==> src/rtl/tpu_tile_ctrl.sv <==
// Tiled matmul controller: walks every MxN output tile, streams K operand pairs, writes masked C rows.
// Latency: 1 + K + W + ARRAY_SIZE + 1 cycles per tile, plus one DONE cycle; zero dimensions finish in one cycle.
// Backpressure: none; new requests are ignored while busy, and the WAIT state stalls on sa_done.
module tpu_tile_ctrl #(
    parameter int ARRAY_SIZE = 4,
    parameter int ADDR_BITS  = 16,
    parameter int DATA_BITS  = 32,
    parameter int DATAC_BITS = 128
) (
    input  logic                          clk,
    input  logic                          rst,
    input  logic                          in_valid,
    input  logic [7:0]                    K,
    input  logic [7:0]                    M,
    input  logic [7:0]                    N,
    output logic                          busy,
    output logic                          done_o,
    output logic [ADDR_BITS-1:0]          A_index,
    input  logic [DATA_BITS-1:0]          A_data_out,
    output logic [ADDR_BITS-1:0]          B_index,
    input  logic [DATA_BITS-1:0]          B_data_out,
    output logic                          sa_clear,
    output logic                          sa_in_valid,
    output logic [DATA_BITS-1:0]          sa_a_data,
    output logic [DATA_BITS-1:0]          sa_b_data,
    input  logic                          sa_done,
    output logic [$clog2(ARRAY_SIZE)-1:0] sa_row_sel,
    input  logic [DATAC_BITS-1:0]         sa_row_data,
    output logic                          C_wr_en,
    output logic [ADDR_BITS-1:0]          C_index,
    output logic [DATAC_BITS-1:0]         C_data_in
);
    localparam int RW       = $clog2(ARRAY_SIZE);
    localparam int ACC_BITS = DATAC_BITS / ARRAY_SIZE;

    typedef enum logic [2:0] {IDLE, CLEAR, FEED, WAIT, WRITE, NEXT, DONE} state_t;

    state_t         state, state_nxt;
    logic [7:0]     k_len, m_len, n_len, mt_tot, nt_tot;
    logic [7:0]     mt, nt, k;
    logic [RW-1:0]  r;
    logic           feed_q;
    logic           zero_dim, k_last, r_last, nt_last, mt_last;
    logic [8:0]     m_round, n_round;
    logic [ADDR_BITS-1:0] row_base, col_base;

    assign zero_dim = (K == 8'd0) || (M == 8'd0) || (N == 8'd0);
    assign m_round  = {1'b0, M} + 9'(ARRAY_SIZE - 1);
    assign n_round  = {1'b0, N} + 9'(ARRAY_SIZE - 1);
    assign k_last   = (k == k_len - 8'd1);
    assign r_last   = (r == RW'(ARRAY_SIZE - 1));
    assign nt_last  = (nt == nt_tot - 8'd1);
    assign mt_last  = (mt == mt_tot - 8'd1);

    always_ff @(posedge clk) begin
        if (rst) state <= IDLE;
        else     state <= state_nxt;
    end

    always_comb begin
        state_nxt = state;
        case (state)
            IDLE:    if (in_valid) state_nxt = zero_dim ? DONE : CLEAR;
            CLEAR:   state_nxt = FEED;
            FEED:    if (k_last) state_nxt = WAIT;
            WAIT:    if (sa_done) state_nxt = WRITE;
            WRITE:   if (r_last) state_nxt = NEXT;
            NEXT:    state_nxt = (nt_last && mt_last) ? DONE : CLEAR;
            DONE:    state_nxt = IDLE;
            default: state_nxt = IDLE;
        endcase
    end

    always_ff @(posedge clk) begin
        if (rst) begin
            k_len  <= '0;
            m_len  <= '0;
            n_len  <= '0;
            mt_tot <= '0;
            nt_tot <= '0;
            mt     <= '0;
            nt     <= '0;
            k      <= '0;
            r      <= '0;
            feed_q <= 1'b0;
        end else begin
            // Read data arrives one cycle after the address, so the valid is delayed to match.
            feed_q <= (state == FEED);
            case (state)
                IDLE: if (in_valid) begin
                    k_len  <= K;
                    m_len  <= M;
                    n_len  <= N;
                    mt_tot <= 8'(m_round >> RW);
                    nt_tot <= 8'(n_round >> RW);
                    mt     <= '0;
                    nt     <= '0;
                end
                CLEAR: k <= '0;
                FEED:  k <= k + 8'd1;
                WAIT:  if (sa_done) r <= '0;
                WRITE: r <= r + RW'(1);
                NEXT: begin
                    if (nt_last) begin
                        nt <= '0;
                        mt <= mt + 8'd1;
                    end else begin
                        nt <= nt + 8'd1;
                    end
                end
                default: ;
            endcase
        end
    end

    assign row_base = ADDR_BITS'(mt) * ADDR_BITS'(ARRAY_SIZE) + ADDR_BITS'(r);
    assign col_base = ADDR_BITS'(nt) * ADDR_BITS'(ARRAY_SIZE);

    always_comb begin
        A_index    = '0;
        B_index    = '0;
        sa_row_sel = '0;
        C_wr_en    = 1'b0;
        C_index    = '0;
        C_data_in  = '0;
        if (state == FEED) begin
            A_index = ADDR_BITS'(mt) * ADDR_BITS'(k_len) + ADDR_BITS'(k);
            B_index = ADDR_BITS'(nt) * ADDR_BITS'(k_len) + ADDR_BITS'(k);
        end
        if (state == WRITE) begin
            sa_row_sel = r;
            C_wr_en    = (row_base < ADDR_BITS'(m_len));
            C_index    = row_base * ADDR_BITS'(nt_tot) + ADDR_BITS'(nt);
            // Columns beyond N in a partial tile carry garbage from the array and are zeroed.
            for (int c = 0; c < ARRAY_SIZE; c++) begin
                if (col_base + ADDR_BITS'(c) < ADDR_BITS'(n_len))
                    C_data_in[ACC_BITS*c +: ACC_BITS] = sa_row_data[ACC_BITS*c +: ACC_BITS];
            end
        end
    end

    assign busy        = (state != IDLE);
    assign done_o      = (state == DONE);
    assign sa_clear    = (state == CLEAR);
    assign sa_in_valid = feed_q;
    assign sa_a_data   = A_data_out;
    assign sa_b_data   = B_data_out;
endmodule
==> config.mk <==
export PLATFORM = sky130hd
export DESIGN_NAME = tpu_tile_ctrl
export DESIGN_NICKNAME = d
export VERILOG_FILES = /design/src/rtl/tpu_tile_ctrl.sv
export SDC_FILE = /design/constraint.sdc
export NUM_CORES = 1
export LEC_CHECK = 0
export BUFFER_PORTS_ARGS = -buffer_cell sky130_fd_sc_hd__buf_2
export CORE_AREA = 8 8 178 180
export CTS_CLUSTER_DIAMETER = 150
export CTS_CLUSTER_SIZE = 16
export DETAILED_ROUTE_END_ITERATION = 10
export DIE_AREA = 0 0 186 188
export PLACE_DENSITY = 0.76
export SLEW_MARGIN = 20
export SYNTH_ARGS = -nofsm -noshare
export SYNTH_HDL_FRONTEND = slang
export SYNTH_SLANG_ARGS = --single-unit
==> constraint.sdc <==
create_clock -name clk -period 6.8 [get_ports clk]
set_input_delay 0.34 -clock clk [delete_from_list [all_inputs] [get_ports clk]]
set_output_delay 0.34 -clock clk [all_outputs]
set_load 0.005 [all_outputs]
==> flow_summary.yaml <==
final_layout:
  fin_util: 0.498
  seq_area_mm2: 0.00136
  fin_nets: 2343
  fillCellCount: 2924
  finalNonFillerCells: 2256
  multi_input_area_mm2: 0.00972
  syn_to_final_growth_pct: 12.8
  final_layout_size_suffix_gt1_frac: 0.196
  fin_area_mm2: 0.0145
floorplanning:
  start_util: 0.442
  rows: 63
  dieArea_mm2: 0.0350
  io_pins: 467
  core-area_mm2: 0.0290
  fp.dieW_um: 186
  die_h_um: 188
yosys:
  async_flop_share: 0
  yosysMostFrequentCell: "and2_1"
  synth_cell_type_count: 62
  syn_area_mm2: 0.0128
  yosys-top-cells-count: "267 x and2_1, 233 x inv_1, 152 x nand2_1"
  synth_nets: 2147
  yosysWarnings: 0
  yosysTopAreaCellShare: 0.209
  syn_inst: 1663
  synth_flop_cell: "dfxtp_1"
  synth.avg_cell_area_um2: 7.71
  ys_top_cells_by_area: "fa_1 21%, and2_1 13%, ha_1 13%"
  synth_edf_count: 0
  synth_largest_area_cell: "fa_1"
  ys_seq_area_frac: 0.106
  ys_ff_latch: 68
placed_design:
  place_hpwl_mm: 40.3
  place_inst: 2238
  gp_congestion: 0.956
  post_dp_cell_area_mm2: 0.0142
  numPortBuffers: 338
sta:
  rsz0062_at_grt: "false"
  setup_tns_ns: 0
  final_max_slew_viol_count: 0
  hold_viol: 0
  fin_skew_ns: 0.00650
  period_needed_ns: 5.76
  worstMarginPinSlew_ns: 1.08
  max_freq_mhz: 174
  slew_headroom: 0.262
  setup_violations: 0
  fin_crit_sh: 0.847
run_status:
  status: "finished clean"
global_route:
  grt_max_degree: 61
  grt-ovfl-total: 0
  grt_pass1_vias: 12000
  grt_pass1_wl_mm: 71.9
  grt_use_total: 0.269
  antenna_found_initial: 4
clock_network:
  clockRootBuffer: "clkbuf_16"
  cts_resized: 0
  postCtsSetupBuffers: 0
  htreeDepth: 3
  worstSkewPairLatency_ns: 0.34
  hold_buffers: 0
  clk_pin_slew_ns: 0.05
  numCtsBuffers: 9
  cts.path.max_buffers: 2
  cts_sinks: 68
  cts_tree: "yes"
routing:
  wire_per_inst_um: 21.0
  viasPerCell: 5.24
  drt-met1-wl_mm: 18.1
  drtPass1Iterations: 5
  routed.top_layer: "met5"
  route.met3.wl_mm: 4.37
  met2_length_mm: 24.0
  drtIter0Drc: 764
  postRouteAntennaNets: 0
  vias: 11800
  wl_mm: 47.4
  drcViolationCount: 0
critical_path:
  critPathCaptureType: "primary output"
  timing.rr.start: "nt_tot[1]$_SDFFE_PP0P_"
  cp-startpoint: "mt[0]$_SDFFE_PP0P_"
  arrival_ns: 5.42
  crit_type: "reg -> out"
  crit_fanout: 22
  start_kind: "flop"
  worstPathRequired_ns: 6.46
pwr:
  vdd_drop_max_mv: 0.103
  p_per_area_mw_per_mm2: 92.8
  p_total_mw: 1.34
  p_leak_nw: 7.76
hold_path:
  hold_path.class: "in -> reg"
  hp-start: "N[2]"
flow_run:
  cap_violations: 0
-- per-stage QoR --
| step | setup WS, ns | hold WS, ns |
|---|---|---|
| after global placement | 1.40 | 0.445 |
| after global routing | 0.681 | 0.299 |
| final | 1.04 | 0.287 |
| after detailed placement | 1.38 | 0.448 |
| after floorplan | 1.81 | 0.436 |
| after CTS | 1.01 | 0.282 |
-- critical path, stage by stage, from the launching register on --
cell and delay [ns]:
dfxtp_1 0.82, nand2_1 0.17, fa_1 0.54, fa_1 0.55, inv_1 0.05, fa_1 0.53, inv_1 0.06, fa_1 0.52
inv_1 0.04, ha_1 0.34, a21oi_1 0.14, o21ai_0 0.09, a41o_1 0.22, o41ai_1 0.43, o21ai_0 0.20, xnor2_1 0.16
nor2_1 0.05, buf_2 0.17
-- cell families (layout without fill, tap and decap cells) --
family | after synthesis | after routing | synth area share
buffers and inverters | 393 | 593 | 0.136
flip-flops | 68 | 68 | 0.106
XOR/XNOR | 76 | 76 | 0.0519
AND/OR/NAND/NOR | 659 | 659 | 0.268
AO/OA/AOI/OAI | 199 | 199 | 0.0988
multiplexers | 4 | 4 | 0.00322
other | 0 | 3 | 0
adder cells (fa/ha/maj) | 264 | 264 | 0.336
-- power breakdown --
part	leakage [nW]	switching (mW)	internal, mW	total, mW
clock network	0.135	0.164	0.263	0.427
logic	7.07	0.230	0.160	0.390
registers	0.555	0.0929	0.432	0.525
total	7.76	0.486	0.856	1.34
-- sequential cells by signal, indices dropped and copies added (netlist names) --
register,flops
m_len,8
n_len,8
nt,8
r,2
mt_tot,7
k,8
state,3
sa_in_valid,1
k_len,8
nt_tot,7
mt,8
-- per-layer routing --
metal | global-route usage | vias up
li1 | - | 5582
met1 | 0.308 | 5725
met2 | 0.480 | 438
met3 | 0.0850 | 62
met4 | 0.0550 | 4
met5 | 0 | -
-- path summary, 6_finish.rpt --
| kind | to | slack, ns | cells past startpoint |
|---|---|---|---|
| hold reg to reg | n_len[5]$_SDFFE_PP0P_ | 0.46 | 2 |
| setup / recovery | A_index[14] | 1.04 | 17 |
| hold / removal | n_len[2]$_SDFFE_PP0P_ | 0.29 | 3 |
| setup reg to reg | state[1]$_SDFFE_PP0P_ | 3.25 | 8 |
-- layout by cell type (no fill, tap or decap), types with 41 or more instances in the layout --
cell | netlist | final
dfxtp_1 | 68 | 68
and2_1 | 267 | 267
ha_1 | 130 | 130
buf_2 | 3 | 338
inv_1 | 233 | 233
a21oi_1 | 76 | 76
fa_1 | 134 | 134
xor2_1 | 41 | 41
nand2_1 | 152 | 152
nor2_1 | 117 | 117
-- layout make-up --
cell class / count / share of cell area
multi-input combinational: 1202 / 0.672
inverter: 234 / 0.0607
clock buffer: 13 / 0.0180
tap: 390 / 0.0337
timing repair buffer: 344 / 0.120
clock inverter: 2 / 0.000692
sequential: 68 / 0.0942
antenna: 3 / 0.000519
No activity file was read; power rests on OpenSTA's default activity.
